==> config.mk <==
export PLATFORM = sky130hd
export DESIGN_NAME = fetch_stage
export DESIGN_NICKNAME = d
export VERILOG_FILES = /design/src/rtl/fetch_stage.sv
export SDC_FILE = /design/constraint.sdc
export NUM_CORES = 1
export LEC_CHECK = 0
export CAP_MARGIN = 20
export CORE_ASPECT_RATIO = 0.7
export CORE_UTILIZATION = 60
export DETAILED_ROUTE_END_ITERATION = 10
export DONT_BUFFER_PORTS = 1
export MAX_ROUTING_LAYER = met4
export PLACE_DENSITY = 0.8
export SLEW_MARGIN = 30
export SYNTH_ARGS = -nofsm -noshare
export SYNTH_HDL_FRONTEND = slang
export SYNTH_SLANG_ARGS = --single-unit
==> constraint.sdc <==
create_clock -name clk -period 6.4 [get_ports clk]
set_input_delay 1.28 -clock clk [delete_from_list [all_inputs] [get_ports clk]]
set_output_delay 1.28 -clock clk [all_outputs]
set_load 0.05 [all_outputs]
==> src/rtl/fetch_stage.sv <==
// -----------------------------------------------------------------------------
// fetch_stage
//
// Instruction fetch stage sitting between the PC, an asynchronous-read
// instruction memory and the decode stage.
//
// The PC drives imem_addr directly. Each fetched word is written, together
// with the PC that fetched it, into a small FIFO (the fetch queue). Decode
// takes the queue head over a valid/ready handshake. A branch redirect from
// execute flushes the queue and reloads the PC.
//
// Parameters:
//   RESET_VECTOR  PC loaded on reset (word aligned)
//   DEPTH         fetch queue entries (power of two, 2..8)
//
// Ports:
//   clk              clock, all state updates on the rising edge
//   reset            synchronous active-low reset
//   imem_addr        byte address to instruction memory (equals pc)
//   imem_rd          instruction word returned combinationally for imem_addr
//   fetch_en         1 = fetch allowed, 0 = pause (queue still drains)
//   redirect_valid   branch / PC write taken this cycle
//   redirect_target  new fetch address, low two bits forced to zero
//   instr_valid      queue head valid
//   instr_ready      decode accepts the head this cycle
//   instr            head instruction word
//   instr_pc         address of the head instruction
//   instr_pc8        instr_pc + 8 (ARM PC-read value)
//   halted           fetch stopped on a branch-to-self
//
// Build option:
//   FETCH_HALT_DETECT_EN  when defined, fetching a "B ." (32'hEAFFFFFE) word
//                         enqueues it and then stops fetching until the next
//                         redirect. When undefined, halted is tied to 0 and
//                         the self-loop is fetched like any other word.
// -----------------------------------------------------------------------------
module fetch_stage #(
    parameter logic [31:0] RESET_VECTOR = 32'h0000_0000,
    parameter int unsigned DEPTH        = 2
) (
    input  logic        clk,
    input  logic        reset,
    output logic [31:0] imem_addr,
    input  logic [31:0] imem_rd,
    input  logic        fetch_en,
    input  logic        redirect_valid,
    input  logic [31:0] redirect_target,
    output logic        instr_valid,
    input  logic        instr_ready,
    output logic [31:0] instr,
    output logic [31:0] instr_pc,
    output logic [31:0] instr_pc8,
    output logic        halted
);

    localparam int unsigned PTR_W = $clog2(DEPTH);
    localparam int unsigned CNT_W = PTR_W + 1;
    localparam logic [CNT_W-1:0] CNT_FULL = CNT_W'(DEPTH);

    localparam logic [1:0] ST_RUN    = 2'd0;
    localparam logic [1:0] ST_PAUSE  = 2'd1;
    localparam logic [1:0] ST_HALTED = 2'd2;

`ifdef FETCH_HALT_DETECT_EN
    localparam logic [31:0] HALT_WORD = 32'hEAFF_FFFE;
`endif

    // -------------------------------------------------------------------------
    // State
    // -------------------------------------------------------------------------
    logic [31:0]      pc;
    logic [1:0]       state;
    logic [PTR_W-1:0] rd_ptr;
    logic [PTR_W-1:0] wr_ptr;
    logic [CNT_W-1:0] count;

    logic [31:0]      q_instr [DEPTH];
    logic [31:0]      q_pc    [DEPTH];

    // Registered copy of the queue head. Kept separate from the storage
    // array so the outputs reset to zero and hold their last value while
    // the queue is empty.
    logic             head_valid;
    logic [31:0]      head_instr;
    logic [31:0]      head_pc;

    // -------------------------------------------------------------------------
    // Next-state signals
    // -------------------------------------------------------------------------
    logic             deq;
    logic             enq;
    logic             full;
    logic             halt_hit;
    logic [31:0]      target_aligned;
    logic [31:0]      pc_nxt;
    logic [1:0]       state_nxt;
    logic [PTR_W-1:0] rd_ptr_nxt;
    logic [PTR_W-1:0] wr_ptr_nxt;
    logic [CNT_W-1:0] count_nxt;
    logic             head_load;
    logic [31:0]      head_instr_nxt;
    logic [31:0]      head_pc_nxt;

    assign imem_addr = pc;

    assign deq  = head_valid & instr_ready;
    assign full = (count == CNT_FULL);
    // A full queue still accepts a new word when the head leaves in the
    // same cycle, so a streaming decode sees no bubbles.
    assign enq  = (state == ST_RUN) & fetch_en & ~redirect_valid & (~full | deq);

    assign target_aligned = redirect_target & ~32'h0000_0003;

`ifdef FETCH_HALT_DETECT_EN
    assign halt_hit = enq & (imem_rd == HALT_WORD);
    assign halted   = (state == ST_HALTED);
`else
    assign halt_hit = 1'b0;
    assign halted   = 1'b0;
`endif

    // PC: redirect wins, otherwise advance on every enqueue. 32-bit add
    // wraps FFFF_FFFC to 0 naturally.
    always_comb begin
        // NOTE: every signal written in an always_comb gets a default value
        // first so no path through the block can infer a latch.
        pc_nxt = pc;
        if (redirect_valid) begin
            pc_nxt = target_aligned;
        end else if (enq) begin
            pc_nxt = pc + 32'd4;
        end
    end

    // FSM. A redirect leaves RUN/PAUSE unchanged and is the only way out
    // of HALTED.
    always_comb begin
        state_nxt = state;
        if (redirect_valid) begin
            if (state == ST_HALTED) begin
                state_nxt = ST_RUN;
            end
        end else begin
            case (state)
                ST_RUN: begin
                    if (halt_hit) begin
                        state_nxt = ST_HALTED;
                    end else if (!fetch_en) begin
                        state_nxt = ST_PAUSE;
                    end
                end
                ST_PAUSE: begin
                    if (fetch_en) begin
                        state_nxt = ST_RUN;
                    end
                end
                ST_HALTED: state_nxt = ST_HALTED;
                default:   state_nxt = ST_RUN;
            endcase
        end
    end

    // Queue pointers and occupancy. A redirect empties the queue and voids
    // any head transfer in the same cycle.
    always_comb begin
        rd_ptr_nxt = rd_ptr;
        wr_ptr_nxt = wr_ptr;
        count_nxt  = count;
        if (redirect_valid) begin
            rd_ptr_nxt = '0;
            wr_ptr_nxt = '0;
            count_nxt  = '0;
        end else begin
            if (deq) begin
                rd_ptr_nxt = rd_ptr + PTR_W'(1);
            end
            if (enq) begin
                wr_ptr_nxt = wr_ptr + PTR_W'(1);
            end
            count_nxt = count + CNT_W'(enq) - CNT_W'(deq);
        end
    end

    // Next head contents. If the slot that becomes the head is the one
    // being written this cycle, take the incoming word directly; that only
    // happens when the write makes the queue hold exactly one entry.
    always_comb begin
        head_load      = (count_nxt != '0);
        head_instr_nxt = q_instr[rd_ptr_nxt];
        head_pc_nxt    = q_pc[rd_ptr_nxt];
        if (enq && (wr_ptr == rd_ptr_nxt)) begin
            head_instr_nxt = imem_rd;
            head_pc_nxt    = pc;
        end
    end

    // -------------------------------------------------------------------------
    // Registers
    // -------------------------------------------------------------------------
    always_ff @(posedge clk) begin
        // NOTE: sequential state uses non-blocking assignments only, so every
        // register samples pre-edge values regardless of statement order.
        if (!reset) begin
            pc         <= RESET_VECTOR;
            state      <= ST_RUN;
            rd_ptr     <= '0;
            wr_ptr     <= '0;
            count      <= '0;
            head_valid <= 1'b0;
            head_instr <= '0;
            head_pc    <= '0;
        end else begin
            pc         <= pc_nxt;
            state      <= state_nxt;
            rd_ptr     <= rd_ptr_nxt;
            wr_ptr     <= wr_ptr_nxt;
            count      <= count_nxt;
            head_valid <= head_load;
            if (head_load) begin
                head_instr <= head_instr_nxt;
                head_pc    <= head_pc_nxt;
            end
        end
    end

    // NOTE: the storage array is deliberately not reset; an entry is only
    // ever read after it has been written, and reset clears the count that
    // qualifies it. A write during reset is harmless for the same reason.
    always_ff @(posedge clk) begin
        if (enq) begin
            q_instr[wr_ptr] <= imem_rd;
            q_pc[wr_ptr]    <= pc;
        end
    end

    // -------------------------------------------------------------------------
    // Outputs
    // -------------------------------------------------------------------------
    assign instr_valid = head_valid;
    assign instr       = head_instr;
    assign instr_pc    = head_pc;
    assign instr_pc8   = head_pc + 32'd8;

endmodule

Yosys cells after proc, flatten, opt, wreduce, memory -nomap -nowiden
Memory sizes are Yosys's and may differ from the RTL's. A register that Yosys moved wholly into a read port is not among the register bits.
Cells that the tools add are included.
Operators by class
  add/sub/neg operators: 6
  eq/ne operators: 6
  multiplexer cells: 12
  bitwise logic cells: 8
  reductions and logical operators: 7
Operator list (number)
  32-bit 2-to-1 mux: 2
  32-bit by 3-bit adder with 32-bit output (second input constant): 1
  32-bit by 4-bit adder with 32-bit output (second input constant): 1
  2-bit 2-to-1 mux: 5
  3-bit inequality test (second input constant): 2
  2-bit case mux with 3 select lines: 1
  1-bit AND: 4
  2-bit equality test (second input constant): 2
  1-bit 2-to-1 mux: 4
  2-bit nonzero test: 2
  1-bit NOT: 3
  3-bit AND reduction: 1
  1-bit adder (second input constant): 2
  2-bit by 1-bit adder with 2-bit output: 1
  2-bit by 1-bit equality test with 1-bit output (second input constant): 1
  1-bit zero test: 2
  2-bit zero test: 1
  2-bit by 1-bit inequality test with 1-bit output (second input constant): 1
  2-bit OR reduction: 1
  2-bit by 1-bit subtractor with 2-bit output: 1
  1-bit OR: 1
Storage, ports and cells
  register bits after elaboration: 39
  RAM bits: 128
  input bits: 69
  logic and storage cells: 48
  memories kept: 2
Memory list
  q_instr: depth 2, bits a word 32, read ports 1, clocked after Yosys merged registers in 1, write ports 1, RTL line 77  | logic [31:0] q_instr [DEPTH];
  q_pc: depth 2, bits a word 32, read ports 1, clocked after Yosys merged registers in 1, write ports 1, RTL line 78  | logic [31:0] q_pc [DEPTH];

Depth between registers and ports, before layout
Gate-level depths: netlist of the first run.
  word-level depth: 8
  gate-level depth with buffers: 13
  gate-level depth less buffers: 10

Worst setup path after synthesis of the first run
No wires, ideal clock.
  path kind: input-to-reg
  start point: input redirect_valid
  end point: memory q_instr[0][0] (enable)
  library setup time: 0.482 ns
  data arrival time: 4.835 ns
  data required time: 5.918 ns
  path slack: 1.083 ns
  stages on the path: 5
  path buffers: 1
  cells stage by stage: or4b_1 > a21oi_2 > inv_2 > clkbuf_1 > nor2_1
On the way
  longest elaborated chain between the ends: 5
RTL lines
  from (decl): RTL line 46  | input logic redirect_valid,
  1-bit NOT: RTL line 110  | assign enq = (state == ST_RUN) & fetch_en & ~redirect_valid & (~full | deq);
  1-bit AND (2 in a row): RTL line 110
  1-bit 2-to-1 mux: RTL line 230  | if (enq) begin
  1-bit 2-to-1 mux (not written as such): RTL line 231  | q_instr[wr_ptr] <= imem_rd;
  to (decl): RTL line 77
Every way passes these cells.

Worst setup path in the final report of the first run
  start point: register head_pc[6], in the netlist instr_pc[6] (read register of q_pc)
  end point: output instr_pc8[20]
On the way
  longest elaborated chain between the ends: 1
RTL lines
  from (decl): RTL line 85  | logic [31:0] head_pc;
  32-bit by 4-bit adder with 32-bit output: RTL line 242  | assign instr_pc8 = head_pc + 32'd8;
  to (decl): RTL line 52  | output logic [31:0] instr_pc8,
Every way passes these cells.

==> results of run 1 <==
[stage by stage]
step / total power [uW] / worst slack, ps / util
after global placement: 2080 / 1630 / 0.624
final: 3250 / 1690 / 0.676
after global routing: 3350 / 1470 / 0.676
after floorplan: 2030 / 1080 / -
after CTS: 3260 / 1700 / 0.675
after detailed placement: 2110 / 1510 / 0.634
[registers in the layout, summed over array words and instances (netlist names), 2 cells and up]
register / flops
q_instr: 64
instr_pc: 30
q_pc: 60
count: 2
instr: 32
state: 2
imem_addr: 30
[metal layers]
| layer | track usage | up-vias | wire, um |
|---|---|---|---|
| met5 | - | - | 0 |
| met3 | 0.0668 | 33 | 2060 |
| met1 | 0.377 | 3265 | 9700 |
| li1 | - | 3046 | - |
| met2 | 0.436 | 329 | 10400 |
| met4 | 0.0671 | 0 | 390 |
[power groups by stage]
stage | clock, uW | combinational, uW | sequential, uW
3_3_place_gp | 0 | 255 | 1830
3_5_place_dp | 0 | 271 | 1840
4_1_cts | 1180 | 272 | 1810
2_1_floorplan | 0 | 227 | 1810
5_1_grt | 1240 | 296 | 1810
6_report | 1170 | 272 | 1810
[cell type report]
cell class	instances	area, um^2
clock buffers	25	551
clock inverters	12	91.3
fillers	1138	5050
inverters	13	48.8
multi-input cells	544	3790
flip-flops and latches	223	5710
well taps	200	250
repair buffers	13	109
[how the worst min path moves through the flow]
stage,to,slack (ps),cells after the start
6_report,state[1],500,1
2_1_floorplan,state[1],470,1
5_1_grt,state[1],530,1
3_5_place_dp,state[1],480,1
4_1_cts,state[1],500,1
3_3_place_gp,state[1],480,1
[worst max-delay path, delay by kind of cell (launching register included)]
family	cells	cell delay, ps
DFF	1	780
and+or+nand+nor	4	1320
xor gates and xnor gates	1	840
[synth_stat cells (8+ instances only)]
library cell / n
a32o_1: 62
nand3_1: 29
buf_2: 12
edfxtp_1: 124
o21ai_0: 20
and3_1: 8
nand4_1: 19
xor2_1: 17
dfxtp_1: 99
or2_1: 21
or2_0: 34
inv_1: 12
a31oi_1: 9
buf_4: 9
xnor2_1: 22
clkbuf_1: 36
nor2_1: 30
mux2i_1: 63
a21oi_1: 24
nand2_1: 112
nor3_1: 12
[cell families (layout without fill, tap and decap cells)]
logic type	count (synthesis)	in the layout
AND/OR/NAND/NOR	289	289
flip-flops	223	223
AO/OA/AOI/OAI	139	139
XOR/XNOR	40	40
buffers and inverters	71	63
adder cells (fa/ha/maj)	4	4
multiplexers	65	65
other	1	7
[placed cells by master, fill, tap and decap left out, types with 4 or more instances in the layout]
cell       Yosys  routed
dfxtp_1       99      98
or4_1          4       4
clkinv_1       0       4
a21oi_1       24      24
and3_1         8       8
ha_1           4       4
conb_1         1       7
nor2b_1        4       4
nor4_1         4       4
nor2_1        30      28
mux2i_1       63      62
nand3_1       29      29
nand4_1       19      19
o21ai_0       20      20
a32o_1        62      62
a31oi_1        9       9
clkbuf_16      0      21
xnor2_1       22       6
buf_4          9      11
edfxtp_1     124     124
and4_1         4       4
xnor2_2        0      16
a32oi_1        4       4
or2_1         21      21
xor2_1        17      17
inv_1         12      12
or2_0         34      34
nand2_1      112     112
nor3_1        12      12
==> key figures, run 1 <==
Outcome
  • Status: completed

Timing
  • RSZ-0062 raised after global routing: false
  • Final hold viol count: 0
  • Setup TNS: 0 ps
  • Final setup viols: 0
  • WHS: 502 ps
  • Min cycle time layout: 4710 ps
  • Rel. slew slack: 0.309
  • Max Transition Viols Final: 0
  • Slew @ Worst Pin: 1030 ps
  • Setup Skew: 8.88 ps
  • FMAX: 0.212 GHz
  • Final Cycle Share: 0.737

Logic synthesis
  • Largest family of logic cells by synthesized area: simple AND/OR/NAND/NOR gates
  • Xor and xnor area share after synthesis: 0.0379
  • Largest area contributor in the netlist: edfxtp_1
  • Sequential area share after synthesis: 0.593
  • Ys flop type: edfxtp_1
  • Synthesized area: 9610 um^2
  • Compound-cell area share of the yosys netlist: 0.114
  • Unique masters post-synth: 50
  • Top cells by area, synth: edfxtp_1 39%, dfxtp_1 21%, mux2i_1 6.6%, a32o_1 6.5%, nand2_1 4.4%
  • Asr flop ratio synth: 0
  • Post-synth top area share: 0.387
  • Synth Area in Adders: 0.00521
  • Post-synth EDFFs: 124
  • Synth Instances: 832
  • Register bit total from synthesis: 223
  • Ys Warns: 0
  • Post-synthesis simple-gate area fraction: 0.148
  • Syn avg cell area: 11.6 um^2
  • Multiplexer share of the synthesized area: 0.0679

Route
  • Drt total wl: 22500 um
  • Iter 0 DRT Violations: 685
  • DRC errors left: 0
  • Routed len/inst: 21.9 um
  • Remaining antenna violation count: 0
  • Via density per instance: 6.48
  • First-pass iteration count of the detailed router: 5
  • Via count: 6673

CTS
  • H-tree depth: 1
  • Post-CTS Setup Bufs: 0
  • Root Driver: clkbuf_16
  • Clock tree buffer depth: 3
  • Total CTS buffers: 21
  • Clock Latency Late Sink: 490 ps
  • CTS tree: built
  • Clk sink count: 223
  • Post_cts resized: 0
  • # hold bufs at CTS: 0
  • Clk slew on worst S/H paths: 70 ps

Floorplan
  • Site Rows: 38
  • Die Span X: 153 um
  • Core area: 15600 um^2
  • Initial Util: 0.616
  • Top Ports: 199
  • Die Y: 108 um
  • Die area: 16500 um^2

Worst setup path
  • Crit Path Max Fanout: 7
  • Crit Path Category: flip-flop to output pin
  • CP required: 5120 ps
  • Crit path max-delay cell type: xor2_1
  • Largest stage delay, worst path: 840 ps
  • WP data arrival: 3430 ps
  • CP Cell Sequence: nand4_1 -> nor3_1 -> nand2_1 -> nor4_1 -> xor2_1
  • FF-to-FF setup slack: 2560 ps
  • CP startpoint kind: flip-flop
  • R2R depth: 12
  • Worst Setup EP: instr_pc8[20]
  • Critical path origin: instr_pc[6]
  • Terminus of the critical flop-to-flop path: instr[4]
  • Critical Path Sink Type: output pin
  • Worst r2r src: state[0]

Global route
  • All-Layer GR Usage: 0.281
  • Total gr overflow: 0
  • First-pass GRT wire length: 35000 um
  • Initial antenna violation count: 0
  • Largest net degree at the start of global routing: 118
  • Vias in the first global route: 6432

Pwr
  • Clock network fraction of total power: 0.360
  • Comb power frac: 0.084
  • Lkg Pwr: 0.00409 uW
  • Sw frac: 0.285
  • Internal power: 2330 uW
  • Maximum vdd drop: 155 uV
  • Power per cell area: 308 nW/um^2
  • Switching Power: 925 uW
  • Seq pwr share: 0.556

Hold path
  • Hold Path Class: flip-flop to flip-flop
  • Hold Crit Start: state[1]

Finish
  • Nets: 889
  • Non-Filler Instances: 1030
  • # diodes: 0
  • Layout cells sized above 1: 0.0843
  • Layout area overhead: 9.66%
  • Final instance area: 10500 um^2

Placed design
  • DP HPWL: 15000 um
  • Area after DPL: 9880 um^2
  • Placed Cells: 993
  • Routability cong.: 0.974
  • Port Buf Inserts: 0

Run
  • Max_cap viols: 0
Note: power is estimated with default switching activity, not from simulation.
==> run 2: changes to the inputs <==
- CORE_UTILIZATION: 60 -> 57
- PLACE_DENSITY: 0.8 -> 0.79
- clock period: 6.4 -> 3.8 ns (I/O delays scaled with it)
==> run 2 against run 1 <==
Sequential share of layout area is 2.0 points lower. Sequential power is 63% higher. Critical endpoint is now instr_pc8[30]. Critical path depth is 2 higher. Register-to-register slack worse by 1800 ps. Largest cell class unchanged. Die area is 5.2% higher. Combinational power is 120% higher. Global-route usage is 0.063 points higher. Clock skew is 5.7 ps higher. Cell count is 7.9% higher. Largest power group unchanged.
==> key figures, run 2 (synthesized netlist as in run 1, its figures left out) <==
Timing
  • Min cycle time layout: 3490 ps
  • Rel. slew slack: 0.337 (+0.0280)
  • Max Transition Viols Final: 0 (unchanged)
  • Setup TNS: 0 ps (unchanged)
  • Setup Skew: 14.6 ps (+5.73 ps)
  • FMAX: 0.286 GHz
  • Final Cycle Share: 0.919
  • Slew @ Worst Pin: 991 ps (-42.1 ps)
  • Final hold viol count: 0 (unchanged)
  • RSZ-0062 raised after global routing: false
  • Final setup viols: 0 (unchanged)

Outcome
  • Status: completed

Pwr
  • Maximum vdd drop: 410 uV (+160%)
  • Power per cell area: 521 nW/um^2 (+69%)
  • Lkg Pwr: 0.00427 uW (+4.5%)

Hold path
  • Hold Path Class: input port to flip-flop

Finish
  • Most frequent cells in the layout: 124 x edfxtp_1, 112 x nand2_1, 98 x dfxtp_1
  • # diodes: 0 (unchanged)
  • Commonest non-fill, non-tap cell in the layout: edfxtp_1
  • Nets: 944 (+6.2%)
  • Layout cells sized above 1: 0.123 (+0.0387)
  • Reg with most FFs: q_instr
  • Non-Filler Instances: 1111 (+7.9%)
  • Max reg flops: 64 (unchanged)
  • Layout area overhead: 13.8%

Global route
  • Total gr overflow: 0 (unchanged)
  • First-pass GRT wire length: 37000 um (+5.6%)
  • Vias in the first global route: 6860 (+6.7%)
  • Largest net degree at the start of global routing: 64 (-46%)
  • All-Layer GR Usage: 0.282 (+0.000635)
  • Initial antenna violation count: 0 (unchanged)

Run
  • Max_cap viols: 0 (unchanged)

CTS
  • Clock tree buffer depth: 3 (unchanged)
  • Root Driver: clkbuf_16
  • H-tree depth: 1 (unchanged)
  • Clk sink count: 223 (unchanged)
  • Post_cts resized: 0 (unchanged)
  • Total CTS buffers: 22 (+4.8%)
  • Clock Latency Late Sink: 500 ps (about the same)
  • # hold bufs at CTS: 0 (unchanged)
  • Clk slew on worst S/H paths: 60 ps (about the same)
  • Post-CTS Setup Bufs: 0 (unchanged)
  • CTS tree: built

Route
  • First-pass iteration count of the detailed router: 5 (unchanged)
  • Remaining antenna violation count: 0 (unchanged)
  • Drt total wl: 23700 um (+5.3%)
  • Iter 0 DRT Violations: 600 (-12%)
  • Via count: 6954 (+4.2%)
  • Via density per instance: 6.26 (-3.4%)
  • DRC errors left: 0 (unchanged)
  • Routed len/inst: 21.3 um (-2.4%)

Placed design
  • DP HPWL: 15500 um (+3.9%)
  • Placed Cells: 1072 (+8.0%)
  • Routability cong.: 0.921 (-5.5%)
  • Port Buf Inserts: 0 (unchanged)

Floorplan
  • Die Span X: 157 um (+2.6%)
  • Die area: 17400 um^2 (+5.2%)
  • Top Ports: 199 (unchanged)
  • Core area: 16400 um^2 (+5.1%)
  • Initial Util: 0.586 (-0.0301)
  • Die Y: 111 um (+2.5%)
  • Site Rows: 39 (+2.6%)

Worst setup path
  • Crit path max-delay cell type: nor3_1
  • Largest stage delay, worst path: 460 ps (-380 ps)
  • CP required: 3040 ps (-2080 ps)
  • CP startpoint kind: flip-flop
  • Crit Path Max Fanout: 5 (-2)
  • Top delay family on crit path: simple AND/OR/NAND/NOR gates
  • Crit Path Category: flip-flop to output pin
  • FF-to-FF setup slack: 720 ps (-1840 ps)
  • WP data arrival: 2730 ps (-700 ps)
  • Critical Path Sink Type: output pin
  • CP Cell Sequence: buf_4 -> nand3_1 -> nor3_1 -> and2_1 -> nand3_1 -> xnor2_1 -> buf_4
  • Buf/Inv on CP: 2 (+2)
## run 2: area by class of cell
type	count	area [um^2]
clock inverter	9	106
timing repair buffer	67	541
clock buffer	30	602
inverter	13	48.8
sequential	223	5710
multi-input combinational	544	3650
fill	1215	5460
tap	225	282
## run 2: final timing paths
path | start | end | depth (start not counted)
setup / recovery | instr_pc[4] | instr_pc8[30] | 7
hold / removal | imem_rd[23] | q_instr[0][23] | 0
setup reg to reg | state[0] | instr[13] | 11
hold reg to reg | instr_pc[5] | instr_pc[5] | 1
## run 2: through the flow
stage	cell area, um^2	total power (uW)	utilization	hold slack, ps	worst slack [ps]
2_1_floorplan	9640	3420	-	472	41.3
3_3_place_gp	10200	3580	0.624	455	511
3_5_place_dp	10200	3610	0.624	467	392
4_1_cts	10900	5730	0.667	336	335
5_1_grt	10900	5880	0.667	331	155
6_report	10900	5700	0.667	350	309
## run 2: worst register-to-register path: stages, from the launching register on
cell and delay, ps:
dfxtp_1 330, or4b_1 550, a21oi_2 180, inv_2 60, ha_1 270, inv_1 50
ha_1 190, xnor2_1 140, nor2_1 220, o21a_2 160, buf_4 590, a32o_1 280
## run 2: layer usage
metal | wire (um) | share of wire | vias up | track usage
met3 | 2560 | 0.11 | 49 | 0.0731
met4 | 510 | 0.022 | 0 | 0.0744
met5 | 0 | 0 | - | -
li1 | - | - | 3155 | -
met1 | 9600 | 0.40 | 3404 | 0.374
met2 | 11100 | 0.47 | 346 | 0.432
## run 2: where the power goes
group | leakage (uW) | switching, uW | total, uW | internal, uW
clock network | 0.000334 | 886 | 2140 | 1250
registers | 0.00194 | 286 | 2950 | 2660
logic | 0.00199 | 418 | 611 | 193
total | 0.00427 | 1590 | 5700 | 4110
==> run 3: changes to the inputs <==
- SLEW_MARGIN: 30 -> 10
==> run 3 against run 2 <==
Sequential power hardly changed. First-iteration DRC count unchanged. Routed wire length about the same. Count of clock-buffer cells in the layout unchanged. Clock skew about the same. Sequential cell count stayed put.
==> key figures, run 3 (synthesized netlist as in run 1, its figures left out) <==
Pwr
  • Seq pwr share: 0.518 (about the same)
  • Comb power frac: 0.107 (about the same)
  • Sw frac: 0.279 (about the same)
  • Lkg Pwr: 0.00427 uW (about the same)
  • Maximum vdd drop: 410 uV (about the same)
  • Switching Power: 1590 uW (about the same)
  • Clock network fraction of total power: 0.375 (about the same)
  • Power per cell area: 521 nW/um^2 (about the same)
  • Internal power: 4110 uW (about the same)

CTS
  • Post-CTS Setup Bufs: 0 (unchanged)
  • # hold bufs at CTS: 0 (unchanged)
  • Total CTS buffers: 22 (unchanged)
  • Clk sink count: 223 (unchanged)
  • Root Driver: clkbuf_16
  • Clock tree buffer depth: 3 (unchanged)
  • H-tree depth: 1 (unchanged)
  • CTS tree: built
  • Post_cts resized: 0 (unchanged)
  • Clk slew on worst S/H paths: 60 ps (about the same)
  • Clock Latency Late Sink: 500 ps (about the same)

Floorplan
  • Core area: 16400 um^2 (unchanged)
  • Die area: 17400 um^2 (unchanged)
  • Site Rows: 39 (unchanged)
  • Initial Util: 0.586 (unchanged)
  • Top Ports: 199 (unchanged)
  • Die Span X: 157 um (unchanged)
  • Die Y: 111 um (unchanged)

Worst setup path
  • Top delay family on crit path: simple AND/OR/NAND/NOR gates
  • CP Cell Sequence: buf_4 -> nand3_1 -> nor3_1 -> and2_1 -> nand3_1 -> xnor2_1 -> buf_4
  • Largest stage delay, worst path: 460 ps (about the same)
  • CP required: 3040 ps (about the same)
  • Crit path max-delay cell type: nor3_1
  • Critical path origin: instr_pc[4]
  • Terminus of the critical flop-to-flop path: instr_pc[8]
  • Crit Path Max Fanout: 5 (unchanged)
  • Buf/Inv on CP: 2 (unchanged)
  • WP depth: 7 (unchanged)
  • R2R depth: 11 (unchanged)
  • FF-to-FF setup slack: 720 ps (about the same)
  • Worst Setup EP: instr_pc8[30]
  • Worst r2r src: state[0]
  • WP data arrival: 2730 ps (about the same)
  • Crit Path Category: flip-flop to output pin
  • Critical Path Sink Type: output pin
  • CP startpoint kind: flip-flop

Finish
  • Layout cells sized above 1: 0.122 (-0.00113)
  • Final instance area: 10900 um^2 (about the same)
  • Reg with most FFs: q_instr
  • # diodes: 0 (unchanged)
  • Most frequent cells in the layout: 124 x edfxtp_1, 112 x nand2_1, 99 x dfxtp_1
  • Layout area overhead: 13.7% (about the same)
  • Nets: 944 (unchanged)
  • Commonest non-fill, non-tap cell in the layout: edfxtp_1
  • Filler cell count: 1216 (+0.082%)
  • Max reg flops: 64 (unchanged)

Route
  • Remaining antenna violation count: 0 (unchanged)
  • Routed len/inst: 21.3 um (about the same)
  • Via count: 6949 (-0.072%)
  • Via density per instance: 6.25 (about the same)
  • DRC errors left: 0 (unchanged)
  • Iter 0 DRT Violations: 600 (unchanged)
  • First-pass iteration count of the detailed router: 5 (unchanged)
  • Drt total wl: 23700 um (about the same)

Timing
  • Final Cycle Share: 0.919 (about the same)
  • Max Transition Viols Final: 0 (unchanged)
  • WHS: 350 ps (unchanged)
  • Fin worst setup slack: 309 ps (+0.0700 ps)
  • Setup TNS: 0 ps (unchanged)
  • Rel. slew slack: 0.319 (-0.0183)
  • Setup Skew: 14.7 ps (+0.0940 ps)
  • RSZ-0062 raised after global routing: false
  • Final setup viols: 0 (unchanged)
  • FMAX: 0.286 GHz (about the same)
  • Min cycle time layout: 3490 ps (-0.0700 ps)
  • Final hold viol count: 0 (unchanged)
  • Slew @ Worst Pin: 1020 ps (+29.7 ps)

Hold path
  • Hold Path Class: input port to flip-flop

Placed design
  • Area after DPL: 10200 um^2 (unchanged)
  • DP Worst Slack: 392 ps (unchanged)
  • DP HPWL: 15500 um (unchanged)
  • Routability cong.: 0.921 (unchanged)
  • Port Buf Inserts: 0 (unchanged)

Global route
  • All-Layer GR Usage: 0.282 (unchanged)
  • Initial antenna violation count: 0 (unchanged)
  • Vias in the first global route: 6860 (unchanged)
  • Largest net degree at the start of global routing: 64 (unchanged)
  • Total gr overflow: 0 (unchanged)
  • First-pass GRT wire length: 37000 um (unchanged)

Outcome
  • Status: completed

Run
  • Max_cap viols: 0 (unchanged)
[run 3: changes by cell type in the layout (fill, tap and decap cells not counted)]
cell     previous run  this run
dfxtp_2             1         0
dfxtp_1            98        99
[run 3: layout make-up]
cell class                      instances  area [um^2]  share of cell area
Clock inverter                          9          106             0.00973
Timing Repair Buffer                   67          541              0.0494
Tap cell                              225          282              0.0257
Sequential cell                       223         5710               0.522
Inverter                               13         48.8             0.00446
Clock buffer                           30          602              0.0550
Multi-Input combinational cell        544         3650               0.334
[run 3: layer usage]
| metal | global-route usage | share of wire | vias to the layer above |
|---|---|---|---|
| li1 | - | - | 3155 |
| met1 | 0.374 | 0.41 | 3401 |
| met2 | 0.432 | 0.47 | 344 |
| met3 | 0.0731 | 0.11 | 49 |
| met4 | 0.0744 | 0.022 | 0 |
| met5 | - | 0 | - |
[run 3: worst reg2reg max path: cells and delay by family, from the launching register on]
| kind | cells | cell delay (ps) |
|---|---|---|
| AOI/OAI and AO/OA | 3 | 620 |
| xor gates and xnor gates | 1 | 140 |
| adders and majority gates | 2 | 460 |
| buffers and inverters | 3 | 700 |
| DFF | 1 | 330 |
| and+or+nand+nor | 2 | 770 |
[run 3: worst min path at each step]
stage / start / endpoint / slack, ps / cells past startpoint
global placement: instr_pc[5] / instr_pc[5] / 460 / 1
global route: imem_rd[28] / q_instr[1][28] / 330 / 0
finish: imem_rd[23] / q_instr[0][23] / 350 / 0
CTS: imem_rd[25] / q_instr[1][25] / 340 / 0
floorplan: state[1] / state[1] / 470 / 1
detailed placement: instr_pc[5] / instr_pc[5] / 470 / 1
[run 3: power groups by stage]
stage	sequential (uW)	clock [uW]	combinational, uW
after global routing	2960	2270	650
after global placement	2990	0	586
final	2950	2140	611
after floorplan	3040	0	382
after detailed placement	3000	0	608
after CTS	2950	2170	611
[run 3: per-stage QoR]
stage                util  power, uW  std cells
floorplan               -       3420        838
global placement    0.624       3580       1072
detailed placement  0.624       3610       1072
CTS                 0.667       5730       1111
global route        0.667       5880       1111
finish              0.667       5700       1111
